File: config.mk
export PLATFORM = sky130hd
export DESIGN_NAME = disp_sched
export DESIGN_NICKNAME = d
export VERILOG_FILES = /design/src/rtl/disp_pkg.sv /design/src/rtl/disp_sched_bin2bcd.sv /design/src/rtl/disp_sched.sv
export SDC_FILE = /design/constraint.sdc
export NUM_CORES = 1
export LEC_CHECK = 0
export BUFFER_PORTS_ARGS = -buffer_cell sky130_fd_sc_hd__buf_2
export CORE_MARGIN = 1.5
export CORE_UTILIZATION = 55
export CTS_CLUSTER_DIAMETER = 120
export CTS_CLUSTER_SIZE = 24
export DETAILED_ROUTE_END_ITERATION = 8
export PLACE_DENSITY = 0.79
export SYNTH_ARGS = -nofsm -noshare
export SYNTH_HDL_FRONTEND = slang
export SYNTH_SLANG_ARGS = --single-unit
File: constraint.sdc
create_clock -name clk -period 2.54 [get_ports clk]
set_input_delay 0.381 -clock clk [delete_from_list [all_inputs] [get_ports clk]]
set_output_delay 0.381 -clock clk [all_outputs]
set_load 0.05 [all_outputs]
File: src/rtl/disp_pkg.sv
// rtl/disp_pkg.sv - shared types and constants for the display scheduler
package disp_pkg;

  typedef enum logic [1:0] {
    IDLE = 2'd0,
    ARB  = 2'd1,
    CONV = 2'd2,
    SHOW = 2'd3
  } state_t;

  localparam int unsigned DIGIT_W     = 4;
  localparam logic [3:0]  DIGIT_BLANK = 4'hF;
  localparam int unsigned DISP_MAX    = 9999;

  // Replace leading zero digits with the blank code; the ones digit always shows.
  function automatic logic [15:0] blank_leading(input logic [15:0] bcd);
    logic [15:0] r;
    r = bcd;
    if (bcd[15:12] == 4'd0) begin
      r[15:12] = DIGIT_BLANK;
      if (bcd[11:8] == 4'd0) begin
        r[11:8] = DIGIT_BLANK;
        if (bcd[7:4] == 4'd0) begin
          r[7:4] = DIGIT_BLANK;
        end
      end
    end
    return r;
  endfunction

endpackage

File: src/rtl/disp_sched_bin2bcd.sv
// rtl/disp_sched_bin2bcd.sv - sequential double-dabble binary to 4-digit BCD
module bin2bcd_seq
  import disp_pkg::*;
#(
  parameter int VAL_W = 14
) (
  input  logic             clk,
  input  logic             rst_n,
  input  logic             i_start,
  input  logic [VAL_W-1:0] i_bin,
  output logic             o_done,
  output logic             o_busy,
  output logic [15:0]      o_bcd
);

  localparam int CNT_W = $clog2(VAL_W + 1);

  logic [VAL_W-1:0] r_bin;
  logic [15:0]      r_acc;
  logic [CNT_W-1:0] r_cnt;
  logic             r_busy;
  logic             r_done;
  logic [15:0]      w_adj;
  logic [15:0]      w_next;

  // One double-dabble step: add 3 to every nibble >= 5, then shift in the next bit.
  always_comb begin
    w_adj = r_acc;
    for (int n = 0; n < 4; n++) begin
      if (r_acc[n*DIGIT_W +: DIGIT_W] >= 4'd5) begin
        w_adj[n*DIGIT_W +: DIGIT_W] = r_acc[n*DIGIT_W +: DIGIT_W] + 4'd3;
      end
    end
    w_next = {w_adj[14:0], r_bin[VAL_W-1]};
  end

  // Load on start, then run exactly VAL_W steps; done pulses with the final result.
  always_ff @(posedge clk or negedge rst_n) begin
    if (!rst_n) begin
      r_bin  <= '0;
      r_acc  <= '0;
      r_cnt  <= '0;
      r_busy <= 1'b0;
      r_done <= 1'b0;
    end else begin
      r_done <= 1'b0;
      if (i_start) begin
        r_bin  <= i_bin;
        r_acc  <= '0;
        r_cnt  <= CNT_W'(VAL_W);
        r_busy <= 1'b1;
      end else if (r_busy) begin
        r_acc <= w_next;
        r_bin <= r_bin << 1;
        r_cnt <= r_cnt - 1'b1;
        if (r_cnt == CNT_W'(1)) begin
          r_busy <= 1'b0;
          r_done <= 1'b1;
        end
      end
    end
  end

  assign o_done = r_done;
  assign o_busy = r_busy;
  assign o_bcd  = r_acc;

endmodule

File: src/rtl/disp_sched.sv
// rtl/disp_sched.sv - round-robin display scheduler with BCD conversion; option DISP_LEADING_BLANK_EN
module disp_sched
  import disp_pkg::*;
#(
  parameter int NREQ        = 4,
  parameter int VAL_W       = 14,
  parameter int HOLD_CYCLES = 1000000
) (
  input  logic                  clk,
  input  logic                  rst_n,
  input  logic [NREQ-1:0]       req,
  input  logic [NREQ*VAL_W-1:0] val_flat,
  output logic [NREQ-1:0]       grant,
  output logic [15:0]           digits,
  output logic                  digits_valid,
  output logic                  ovf,
  output logic                  busy
);

  localparam int RR_W   = $clog2(NREQ);
  localparam int HOLD_W = $clog2(HOLD_CYCLES + 1);

  state_t            r_state;
  logic [NREQ-1:0]   r_grant;
  logic [RR_W-1:0]   r_rr;
  logic [HOLD_W-1:0] r_hold;
  logic [15:0]       r_digits;
  logic              r_valid;
  logic              r_ovf;

  logic              w_any;
  int                w_idx;
  logic [RR_W-1:0]   w_win;
  logic [VAL_W-1:0]  w_win_val;
  logic              w_over;
  logic [VAL_W-1:0]  w_clamp_val;
  logic              w_start;
  logic              w_done;
  logic              w_busy;
  logic [15:0]       w_bcd;
  logic [15:0]       w_disp;
  logic              w_owner_req;

  // Round-robin search upward from rr+1 with wrap; scanning far-to-near lets the nearest win.
  always_comb begin
    w_any = |req;
    w_win = r_rr;
    w_idx = 0;
    for (int k = NREQ; k >= 1; k--) begin
      w_idx = int'(r_rr) + k;
      if (w_idx >= NREQ) begin
        w_idx = w_idx - NREQ;
      end
      if (req[RR_W'(w_idx)]) begin
        w_win = RR_W'(w_idx);
      end
    end
  end

  // Select the winner's value and clamp anything above the displayable maximum.
  always_comb begin
    w_win_val = '0;
    for (int i = 0; i < NREQ; i++) begin
      if (w_win == RR_W'(i)) begin
        w_win_val = val_flat[i*VAL_W +: VAL_W];
      end
    end
    w_over      = (32'(w_win_val) > DISP_MAX);
    w_clamp_val = w_over ? VAL_W'(DISP_MAX) : w_win_val;
  end

  assign w_start     = (r_state == ARB) && w_any;
  assign w_owner_req = |(req & r_grant);

`ifdef DISP_LEADING_BLANK_EN
  assign w_disp = blank_leading(w_bcd);
`else
  assign w_disp = w_bcd;
`endif

  // The converter latches the clamped winner value on the ARB edge.
  bin2bcd_seq #(
    .VAL_W (VAL_W)
  ) u_bin2bcd (
    .clk     (clk),
    .rst_n   (rst_n),
    .i_start (w_start),
    .i_bin   (w_clamp_val),
    .o_done  (w_done),
    .o_busy  (w_busy),
    .o_bcd   (w_bcd)
  );

  // Scheduler FSM: arbitrate, convert, then hold the owner on screen.
  always_ff @(posedge clk or negedge rst_n) begin
    if (!rst_n) begin
      r_state  <= IDLE;
      r_grant  <= '0;
      r_rr     <= RR_W'(NREQ - 1);
      r_hold   <= '0;
      r_digits <= '0;
      r_valid  <= 1'b0;
      r_ovf    <= 1'b0;
    end else begin
      case (r_state)
        IDLE: begin
          r_grant  <= '0;
          r_digits <= '0;
          r_valid  <= 1'b0;
          if (w_any) begin
            r_state <= ARB;
          end
        end
        ARB: begin
          if (w_any) begin
            r_grant <= {{(NREQ-1){1'b0}}, 1'b1} << w_win;
            r_rr    <= w_win;
            r_ovf   <= w_over;
            r_state <= CONV;
          end else begin
            r_grant  <= '0;
            r_digits <= '0;
            r_valid  <= 1'b0;
            r_ovf    <= 1'b0;
            r_state  <= IDLE;
          end
        end
        CONV: begin
          // Previous digits stay visible until the whole conversion is done.
          if (w_done) begin
            r_digits <= w_disp;
            r_valid  <= 1'b1;
            r_hold   <= '0;
            r_state  <= SHOW;
          end
        end
        SHOW: begin
          if (!w_owner_req || (r_hold == HOLD_W'(HOLD_CYCLES - 1))) begin
            r_state <= ARB;
          end else begin
            r_hold <= r_hold + 1'b1;
          end
        end
        default: r_state <= IDLE;
      endcase
    end
  end

  assign grant        = r_grant;
  assign digits       = r_digits;
  assign digits_valid = r_valid;
  assign ovf          = r_ovf;
  assign busy         = w_busy;

endmodule

**Word level (Yosys, flattened, before mapping)**

Index checks and enable logic that the tools add are counted.
Widths: inputs -> output; s select.

- Add/sub/neg operators: 14
- Order comparisons: 13
- Equal/unequal tests: 13
- Shift operators: 1
- Mux-type cells: 58
- Bitwise operators: 1
- Reduce and logical (&&, ||, !) cells: 15

Operators with widths:

| operator | count |
|---|---|
| $mux 14 | 7 |
| $mux 16 | 4 |
| $pmux 16 s3 | 1 |
| $mux 20 | 2 |
| $pmux 20 s2 | 1 |
| $mux 2 | 12 |
| $mux 4 | 6 |
| $add 20x1->20 const B | 1 |
| $eq 20x20->1 const B | 1 |
| $ge 4x3->1 const B | 5 |
| $mux 1 | 17 |
| $lt 2x4->1 const B | 4 |
| $gt 14x14->1 const B | 1 |
| $add 4x2->4 const B | 3 |
| $ge 3x3->1 const B | 3 |
| $reduce_and 3->1 | 3 |
| $bmux 1 s2 | 4 |
| $eq 2x2->1 const B | 4 |
| $ne 2x2->1 const B | 4 |
| $pmux 2 s4 | 1 |
| $pmux 4 s2 | 1 |
| $reduce_or 4->1 | 2 |
| $sub 2x1->2 const B | 4 |
| $add 2x2->3 const B | 2 |
| other kinds (18) | 22 |

- Flip-flop bits (word level): 82
- Input bits: 62
- Output and inout port bits: 23
- Word-level logic and storage cells: 127

**Logic depth before layout (Yosys ltp)**

Gate-level depths: netlist (run 1).

- Depth in word-level cells: 18
- Gate-level depth with buffers: 10

**Cells and area by module**

Synthesis (run 1) repeated with hierarchy kept, for this count alone.

- Cells, all modules: 480
- Area, all modules: 4824.6 µm²

By module, submodules not included:

| module | instances | cells an instance | area an instance (µm²) | seq. area each (µm²) |
|---|---|---|---|---|
| disp_sched | 1 | 280 | 2875.3 | 1153.6 |
| bin2bcd_seq | 1 | 200 | 1949.4 | 900.9 |

**Worst setup path after synthesis (run 1)**

Ideal clock, no wire load.

- Kind: flip-flop to flip-flop
- From: register r_rr[1]
- To: register u_bin2bcd.r_bin[0]
- Setup time: 0.137 ns
- Data arrival time: 2.104 ns
- Data required time: 2.403 ns
- Setup slack: 0.299 ns
- Stages on the path, launching flop included: 11
- Buffers on the path: 3
- Cells stage by stage: dfstp_2 -> buf_6 -> nand3b_1 -> a31oi_1 -> buf_6 -> buf_12 -> mux2i_1 -> mux2i_1 -> nor4_1 -> o211ai_2 -> a2bb2oi_1

- Longest elaborated chain between the ends: 18

RTL lines:

| element | line | text |
|---|---|---|
| from (decl) | disp_sched.sv:25 | `logic [RR_W-1:0] r_rr;` |
| from (signal assigned) | disp_sched.sv:99 | `r_rr <= RR_W'(NREQ - 1);` |
| from (signal assigned) | disp_sched.sv:117 | `r_rr <= w_win;` |
| $add 2x3->4 | disp_sched.sv:50 | `w_idx = int'(r_rr) + k;` |
| $ge 4x3->1 / $sub 2x1->2 (equally long branches) | disp_sched.sv:51, disp_sched.sv:52 |  |
| $mux 2 | disp_sched.sv:51 | `if (w_idx >= NREQ) begin` |
| $bmux 1 s2 | disp_sched.sv:54 | `if (req[RR_W'(w_idx)]) begin` |
| $mux 1 (implied by the code) (2 in series) | disp_sched.sv:54 |  |
| $mux 2 (3 in series) | disp_sched.sv:54 |  |
| $mux 2 * | disp_sched.sv:54 |  |
| $logic_not 2->1 | disp_sched.sv:64 | `if (w_win == RR_W'(i)) begin` |
| $mux 14 (3 in series) | disp_sched.sv:64 |  |
| $mux 14 * | disp_sched.sv:64 |  |
| $gt 14x14->1 | disp_sched.sv:68 | `w_over = (32'(w_win_val) > DISP_MAX);` |
| $mux 14 * | disp_sched.sv:69 | `w_clamp_val = w_over ? VAL_W'(DISP_MAX) : w_win_val;` |
| $mux 14 * | disp_sched_bin2bcd.sv:47 | `if (i_start) begin` |
| to (signal assigned) | disp_sched_bin2bcd.sv:48 | `r_bin <= i_bin;` |
| to (signal assigned) | disp_sched_bin2bcd.sv:54 | `r_bin <= r_bin << 1;` |
| to (decl) | disp_sched_bin2bcd.sv:18 | `logic [VAL_W-1:0] r_bin;` |

Mark *: on every way between the ends. The rest lies on a longest branch, timed or not. The select of a mux whose other input is x is not followed.
A chain may end at the register's enable or synchronous reset.

**Worst setup path after layout (run 1)**

- From: register r_rr[1]
- To: register u_bin2bcd.r_bin[2]

Same word-level chain as after synthesis.

==> results of run 1 <==
[per-stage QoR]
stage          worst slack [ns]  instances  total power [mW]
2_1_floorplan             0.299        461              3.57
3_3_place_gp              0.160        640              3.96
3_5_place_dp             0.0558        640              4.08
4_1_cts                  0.0265        656              5.08
5_1_grt                  0.0180        658              5.50
6_report                  0.149        658              5.12
[cells in the final DEF (no fill, tap or decap), types with 2 or more instances in the layout]
cell / count
a22o_1: 21
nand2_1: 38
mux2i_1: 56
a32o_1: 2
a21oi_1: 20
ha_1: 16
nor2b_1: 9
or3_1: 6
nor4_2: 2
a22oi_1: 3
a2bb2oi_1: 4
nor2_1: 43
nor3b_1: 3
nand3_1: 13
inv_1: 18
buf_2: 83
buf_12: 2
clkinv_4: 2
xor2_1: 3
buf_4: 13
nand3b_1: 2
nor3_1: 10
xnor2_1: 18
o21ai_0: 27
a211oi_1: 7
nor3_2: 2
o211ai_2: 2
dfstp_2: 2
nand2b_1: 6
and3_1: 4
o22ai_1: 4
clkbuf_8: 11
dfrtp_1: 79
nor4_1: 2
a21o_1: 2
[what timing repair did]
action,in CTS,in global routing
endpoints found under the setup margin,0,9
gates resized for setup,0,2
buffers inserted,0,1
hold buffers,0,0
[cells in the mapped netlist, types with 7 or more instances]
library cell | number | area share [%]
nor2b_1 | 9 | 1.2
inv_1 | 18 | 1.5
ha_1 | 16 | 4.3
dfrtp_1 | 80 | 43
nand2_1 | 38 | 3.1
nor3_1 | 10 | 1.1
a21oi_1 | 20 | 2.2
nand3_1 | 13 | 1.4
xnor2_1 | 18 | 3.4
a211oi_1 | 7 | 1.1
o21ai_0 | 27 | 2.9
a22o_1 | 21 | 4.0
mux2i_1 | 56 | 12
clkbuf_1 | 11 | 0.89
nor2_1 | 44 | 3.6
[registers in the layout, summed over array words and instances, names as in the netlist]
register,count
r_hold,20
digits,16
u_bin2bcd.o_bcd,16
u_bin2bcd.r_bin,14
grant,4
u_bin2bcd.r_cnt,4
r_rr,2
r_state,2
digits_valid,1
ovf,1
u_bin2bcd.o_busy,1
u_bin2bcd.o_done,1
[path summary, 6_finish.rpt]
path / endpoint / startpoint
worst max-delay path: u_bin2bcd.r_bin[2] / r_rr[1]
worst min-delay path: r_hold[5] / rst_n
worst max register to register: u_bin2bcd.r_bin[2] / r_rr[1]
worst min register to register: digits_valid / digits_valid
max in group asynchronous: u_bin2bcd.o_busy / rst_n
min in group clk: digits_valid / digits_valid
[area by class of cell]
type / count / area share, %
Timing Repair Buffer: 99 / 10.6
Inverter: 18 / 1.24
Clock buffer: 11 / 2.79
Sequential cell: 82 / 37.8
Tap cell: 105 / 2.42
Multi-Input combinational cell: 338 / 44.0
Clock inverter: 5 / 1.13
[routing by layer]
metal	GRT usage [%]	routed length [um]	vias to the layer above
li1	-	-	1813
met1	27.7	4160	1739
met2	37.6	4640	108
met3	3.54	391	9
met4	9.45	127	0
met5	0	0	-
[power by group through the flow]
stage	logic, mW	clock network [mW]	registers [mW]
6_report	2.26	0.983	1.88
3_3_place_gp	2.08	0	1.88
4_1_cts	2.20	1.01	1.88
3_5_place_dp	2.18	0	1.90
2_1_floorplan	1.67	0	1.90
5_1_grt	2.51	1.07	1.92
[logic make-up after synthesis]
logic type	share of synthesized area [%]
simple gates	15.4
mux	12.6
compound gates	14.8
buf+inv	4.34
fa+ha+maj	4.34
flops	44.5
xor+xnor	3.98
==> results.toml, run 1 <==
[global_route]
track_usage_pct = 22.1
grt_max_degree = 52
grt_pass1_vias = 3494
grt_first_pass_wirelength_mm = 15.6
antenna_found_initial = 0
grt_overflow = 0

[timing]
setup_tns_ns = 0
finalSetupViolations = 0
slew_headroom_pct = 29.7
hold_viol_final = 0
max_freq_mhz = 418
worst_pin_slew_ns = 1.05
rsz0062_at_grt = "false"
finalCritPeriodShare_pct = 94.1
slew_viol_final = 0
clock-skew-final_ns = 0.00818
hold_ws_ns = 0.0503
min_period_ns = 2.39

[power_and_ir_drop]
p_clk_share_pct = 19.2
ir_drop_v = 0.000647
power_frac_seq_pct = 36.7
p_int_mw = 3.09
leakagePower_nw = 2.76
share_comb_of_total_power_pct = 44.1
p_sw_share_pct = 39.5
switching_power_mw = 2.02
power.density_mw_per_mm2 = 941

[clock_network]
numClockSinks = 82
clock_latency_ns = 0.35
clk_pin_slew_worst_paths_ns = 0.08
cts-root-buf = "clkbuf_8"
cts_max_path_buffers = 2
cts_max_level = 3
cts_tree = "done"
numCtsBuffers = 9

[place]
gp_congestion = 0.782
io_buffers = 84
dpl_cell_area_mm2 = 0.00518
dp_hpwl_mm = 6.75

[floorplan]
dieArea_mm2 = 0.00895
rows = 33
ios = 85
die_w_um = 94.6
die_height_um = 94.6
core_mm2 = 0.00818
start_util_pct = 56.5

[setup_path]
slowest_stage = "dfstp_2"
cp.depth = 8
criticalPathCategory = "register to register"
cp_top_family = "compound AO/OA/AOI/OAI gates"
cpPeakStageDelay_ns = 0.60
cp.arrival_ns = 2.60
start_kind = "register"
critPathBufInv = 1
worstPathRequired_ns = 2.75
worstPathCellList = "nand3b_1 -> a31oi_4 -> buf_12 -> mux2i_1 -> mux2i_1 -> nor4_2 -> o211ai_2 -> a2bb2oi_1"
end_kind = "register"
cp_max_fo = 11
r2r_setup_slack_ns = 0.15
cpMostUsedCell = "mux2i_1"
rr_worst_depth = 8

[cells_and_area]
diodes = 0
ff_latch_area_mm2 = 0.00206
syn_to_final_growth_pct = 17.7
layout.nets = 626
final_cell_area_mm2 = 0.00544
fin_util_pct = 66.5
drive_gt1_share_pct = 23.7
multiInputGateArea_mm2 = 0.00239
nFillCells = 653

[yosys]
ys_seq_area_share_pct = 44.5
ys_warn_count = 0
ys.flop_type = "dfrtp_1"
synth-edff-count = 0
synthCells = 461
ys_seq_elements = 82
synth_area_mm2 = 0.00462
avgSynthCellArea_um2 = 10.0
async_reset_ff_share_pct = 100
ys_types = 48
synth_fp_nets = 539

[route]
avgViaCountPerCell = 5.58
dr.first_iter.drc_count = 87
wl_mm = 9.32
first_pass_iters = 4
drtAntennaViolNets = 0
drc = 0
wire_per_inst_um = 14.2
vias = 3669

[flow_run]
drv_cap = 0

[outcome]
outcome = "finished, final reports clean"

[hold_path]
hold_class = "input pin to async pin"
Note: power is estimated with default switching activity, not from simulation.
==> run 2, diff against run 1 <==
--- a/config.mk
+++ b/config.mk
@@ -6,6 +6,7 @@
 export NUM_CORES = 1
 export LEC_CHECK = 0
 export BUFFER_PORTS_ARGS = -buffer_cell sky130_fd_sc_hd__buf_2
+export CORE_ASPECT_RATIO = 2
 export CORE_MARGIN = 1.5
 export CORE_UTILIZATION = 55
 export CTS_CLUSTER_DIAMETER = 120
==> constraint.sdc (replaced) <==
create_clock -name clk -period 2.6 [get_ports clk]
set_input_delay 0.39 -clock clk [delete_from_list [all_inputs] [get_ports clk]]
set_output_delay 0.39 -clock clk [all_outputs]
set_load 0.05 [all_outputs]
==> results.toml, run 2 (synthesized netlist as in run 1, its figures left out) <==
[place]
dp_hpwl_mm = 7.17
dp_slack_ns = 0.0199
gp_congestion = 0.815
io_buffers = 84
dpl_cell_area_mm2 = 0.00517

[clock_network]
cts_max_path_buffers = 2
numCtsBuffers = 9
cts_tree = "done"
cts_max_level = 3
clock_latency_ns = 0.33
cts.hold.buffers_added = 0
cts-resized-gates = 0
numClockSinks = 82
cts-root-buf = "clkbuf_16"
post_cts_buffers = 0
clk_pin_slew_worst_paths_ns = 0.06

[cells_and_area]
multiInputGateArea_mm2 = 0.00240
syn_to_final_growth_pct = 19.4
nFillCells = 632
final_cell_mix = "buf_2 (83), dfrtp_1 (79), mux2i_1 (56)"
fin_util_pct = 67.0
top_register = "r_hold"
final_common_cell = "buf_2"
largest_reg_flops = 20
diodes = 0
drive_gt1_share_pct = 23.5
layout.nets = 626
final_cell_area_mm2 = 0.00551
ff_latch_area_mm2 = 0.00206

[floorplan]
ios = 85
dieArea_mm2 = 0.00899
core_mm2 = 0.00823
die_w_um = 67.8
start_util_pct = 56.1
die_height_um = 133
rows = 47

[global_route]
track_usage_pct = 23.3
grt_first_pass_wirelength_mm = 16.1
grt_pass1_vias = 3610
grt_overflow = 0
antenna_found_initial = 0
grt_max_degree = 44

[route]
wl_met2_mm = 5.77
avgViaCountPerCell = 5.68
first_pass_iters = 4
drtAntennaViolNets = 0
dr.first_iter.drc_count = 326
routed.top_layer = "met4"
wl_mm = 9.90
drc = 0
wire_per_inst_um = 15.2
wl_met3_um = 284
wl_met1_mm = 3.68
vias = 3699

[setup_path]
rr_endpoint = "u_bin2bcd.r_bin[1]"
r2r_setup_slack_ns = 0.17
end_kind = "register"
start_kind = "register"
cp.arrival_ns = 2.62
rr_worst_depth = 8
crit-reg2reg-launch = "r_rr[1]"
crit_path_end = "u_bin2bcd.r_bin[1]"
cp_max_fo = 15
criticalPathCategory = "register to register"
worstPathRequired_ns = 2.78
crit_start = "r_rr[1]"

[timing]
hold_ws_ns = 0.0322
max_freq_mhz = 411
hold_viol_final = 0
slew_headroom_pct = 30.5
finalSetupViolations = 0
finalCritPeriodShare_pct = 93.6
worst_pin_slew_ns = 1.04
min_period_ns = 2.43
rsz0062_at_grt = "false"
slew_viol_final = 0
setup_tns_ns = 0
clock-skew-final_ns = 0.00319
setup_ws_ns = 0.166

[flow_run]
drv_cap = 0

[outcome]
outcome = "finished, final reports clean"

[power_and_ir_drop]
power.density_mw_per_mm2 = 968
ir_drop_v = 0.000672
leakagePower_nw = 2.79

[hold_path]
hold_class = "input pin to async pin"
## run 2: changes by cell type in the layout (fill, tap and decap cells not counted), moves of 2 or more
cell        before  now
clkinvlp_4       0    2
clkbuf_8        11    2
clkbuf_16        1   10
clkinv_4         2    0
## run 2: worst min path at each step
stage	from	end	depth (start not counted)
2_1_floorplan	rst_n	digits[0]	0
3_3_place_gp	rst_n	r_hold[11]	1
3_5_place_dp	rst_n	r_hold[11]	1
4_1_cts	rst_n	r_hold[11]	1
5_1_grt	rst_n	r_hold[11]	1
6_report	rst_n	r_hold[11]	1
## run 2: layout make-up
cell class	count	area share, %
flip-flops and latches	82	37.3
clock inverters	4	0.908
multi-input cells	338	43.5
repair buffers	99	10.3
well taps	98	2.22
clock buffers	12	4.65
inverters	18	1.23
## run 2: metrics by stage
stage,total power [mW],instances
detailed placement,3.99,634
CTS,5.28,650
finish,5.34,651
global placement,3.87,634
floorplan,3.49,461
global route,5.71,651
## run 2: worst max-delay path, cell delays in order, from the launching register on
cell	delay (ns)
dfstp_2	0.60
nand3b_1	0.14
a31oi_4	0.29
buf_12	0.21
mux2i_1	0.19
mux2i_1	0.15
o21ai_2	0.33
o211ai_2	0.19
a2bb2oi_1	0.18
## run 2: power by group
part	switching, mW	internal, mW
registers	0.269	1.57
clock network	0.487	0.794
logic	1.28	0.933
## run 2: metal layers
| metal | GRT usage, % | up-vias |
|---|---|---|
| met1 | 25.3 | 1773 |
| met4 | 9.44 | 0 |
| met3 | 4.25 | 9 |
| met5 | 0 | - |
| met2 | 42.4 | 99 |
| li1 | - | 1818 |
==> run 3, diff against run 2 <==
--- a/config.mk
+++ b/config.mk
@@ -9,6 +9,7 @@
 export CORE_ASPECT_RATIO = 2
 export CORE_MARGIN = 1.5
 export CORE_UTILIZATION = 55
+export CTS_BUF_LIST = sky130_fd_sc_hd__clkbuf_4 sky130_fd_sc_hd__clkbuf_8
 export CTS_CLUSTER_DIAMETER = 120
 export CTS_CLUSTER_SIZE = 24
 export DETAILED_ROUTE_END_ITERATION = 8
==> results.toml, run 3 (synthesized netlist as in run 1, its figures left out) <==
[setup_path]
worstPathRequired_ns = 2.88
start_kind = "register"
cp.arrival_ns = 2.67
rr_worst_depth = 9
cp_max_fo = 15
rr_endpoint = "u_bin2bcd.r_bin[1]"
crit-reg2reg-launch = "r_rr[1]"
criticalPathCategory = "register to register"
r2r_setup_slack_ns = 0.22
end_kind = "register"

[route]
first_pass_iters = 4
drtAntennaViolNets = 0
dr.first_iter.drc_count = 225
avgViaCountPerCell = 5.66
wire_per_inst_um = 14.8
wl_mm = 9.63
vias = 3689
drc = 0

[global_route]
grt_pass1_vias = 3645
grt_max_degree = 44
track_usage_pct = 22.9
grt_overflow = 0
antenna_found_initial = 0
grt_first_pass_wirelength_mm = 15.8

[timing]
setup_ws_ns = 0.215
min_period_ns = 2.38
max_freq_mhz = 419
finalSetupViolations = 0
hold_viol_final = 1
worst_pin_slew_ns = 1.03
finalCritPeriodShare_pct = 91.7
slew_headroom_pct = 30.7
hold_ws_ns = -0.000720
slew_viol_final = 0
clock-skew-final_ns = 0.00935
setup_tns_ns = 0
rsz0062_at_grt = "false"

[clock_network]
clk_pin_slew_worst_paths_ns = 0.08
clock_latency_ns = 0.36
cts-root-buf = "clkbuf_8"
numClockSinks = 82
numCtsBuffers = 9
cts_max_path_buffers = 2
cts_tree = "done"
cts_max_level = 3

[cells_and_area]
ff_latch_area_mm2 = 0.00206
diodes = 0
top_register = "r_hold"
final_cell_mix = "buf_2 (83), dfrtp_1 (79), mux2i_1 (56)"
final_common_cell = "buf_2"
multiInputGateArea_mm2 = 0.00240
finalNonFillerCells = 652
largest_reg_flops = 20
layout.nets = 627
nFillCells = 647
drive_gt1_share_pct = 23.8
syn_to_final_growth_pct = 17.5

[place]
dp_slack_ns = 0.0199
io_buffers = 84
placed_cells = 634
gp_congestion = 0.815
dp_hpwl_mm = 7.17

[outcome]
outcome = "finished, violations left"
violations = "hold timing"

[power_and_ir_drop]
power.density_mw_per_mm2 = 925
leakagePower_nw = 2.76
finalPower_mw = 5.02
ir_drop_v = 0.000831

[hold_path]
hold_class = "input pin to async pin"

[floorplan]
ios = 85
rows = 47
core_mm2 = 0.00823
die_height_um = 133
dieArea_mm2 = 0.00899
start_util_pct = 56.1
die_w_um = 67.8

[flow_run]
drv_cap = 0
[run 3: worst max-delay path, stage by stage, from the launching register on]
cell and delay, ns:
dfstp_2 0.61, nand3b_1 0.14, a31oi_4 0.24, buf_4 0.18, clkbuf_16 0.17, mux2i_1 0.08
mux2i_1 0.23, nand4_2 0.18, o211ai_2 0.28, a2bb2oi_1 0.20
[run 3: metal layers]
layer / vias up / part of all wire (%) / wire length, um / GRT usage [%]
met3: 21 / 2.9 / 277 / 4.59
met2: 93 / 56 / 5420 / 41.2
met5: - / 0 / 0 / 0
met1: 1757 / 38 / 3670 / 24.5
li1: 1818 / - / - / -
met4: 0 / 2.8 / 265 / 10.1
[run 3: layout make-up]
type                    instances  area share (%)
multi-input cells             338            44.2
inverters                      18            1.25
well taps                      98            2.26
flip-flops and latches         82            37.9
repair buffers                100            10.6
clock inverters                 4           0.923
clock buffers                  12            2.93
[run 3: how the worst max path moves through the flow]
| stage | start | depth (start not counted) | slack (ns) | end |
|---|---|---|---|---|
| 2_1_floorplan | r_rr[1] | 10 | 0.36 | u_bin2bcd.r_bin[0] |
| 3_3_place_gp | r_rr[1] | 8 | 0.13 | u_bin2bcd.r_bin[2] |
| 3_5_place_dp | r_rr[1] | 8 | 0.02 | u_bin2bcd.r_bin[1] |
| 4_1_cts | r_rr[1] | 8 | 0.003 | u_bin2bcd.r_bin[1] |
| 5_1_grt | r_state[0] | 8 | 0.03 | r_hold[19] |
| 6_report | r_rr[1] | 9 | 0.22 | u_bin2bcd.r_bin[1] |
[run 3: timing repair]
item | CTS | global route
hold buffers | 0 | 0
gates resized for setup | 0 | 2
endpoints found under the setup margin | 0 | 9
setup buffers | 0 | 1
[run 3: metrics by stage]
| stage | util [%] | area, um2 |
|---|---|---|
| final | 65.9 | 5420 |
| after global routing | 65.9 | 5420 |
| after CTS | 65.4 | 5380 |
| after detailed placement | 62.8 | 5170 |
| after global placement | 62.8 | 5170 |
| after floorplan | - | 4620 |
[run 3: power by group]
group	internal (mW)	switching [mW]	total, mW	leakage [nW]
clock network	0.505	0.463	0.968	0.102
registers	1.57	0.263	1.83	1.07
logic	0.945	1.27	2.21	1.58
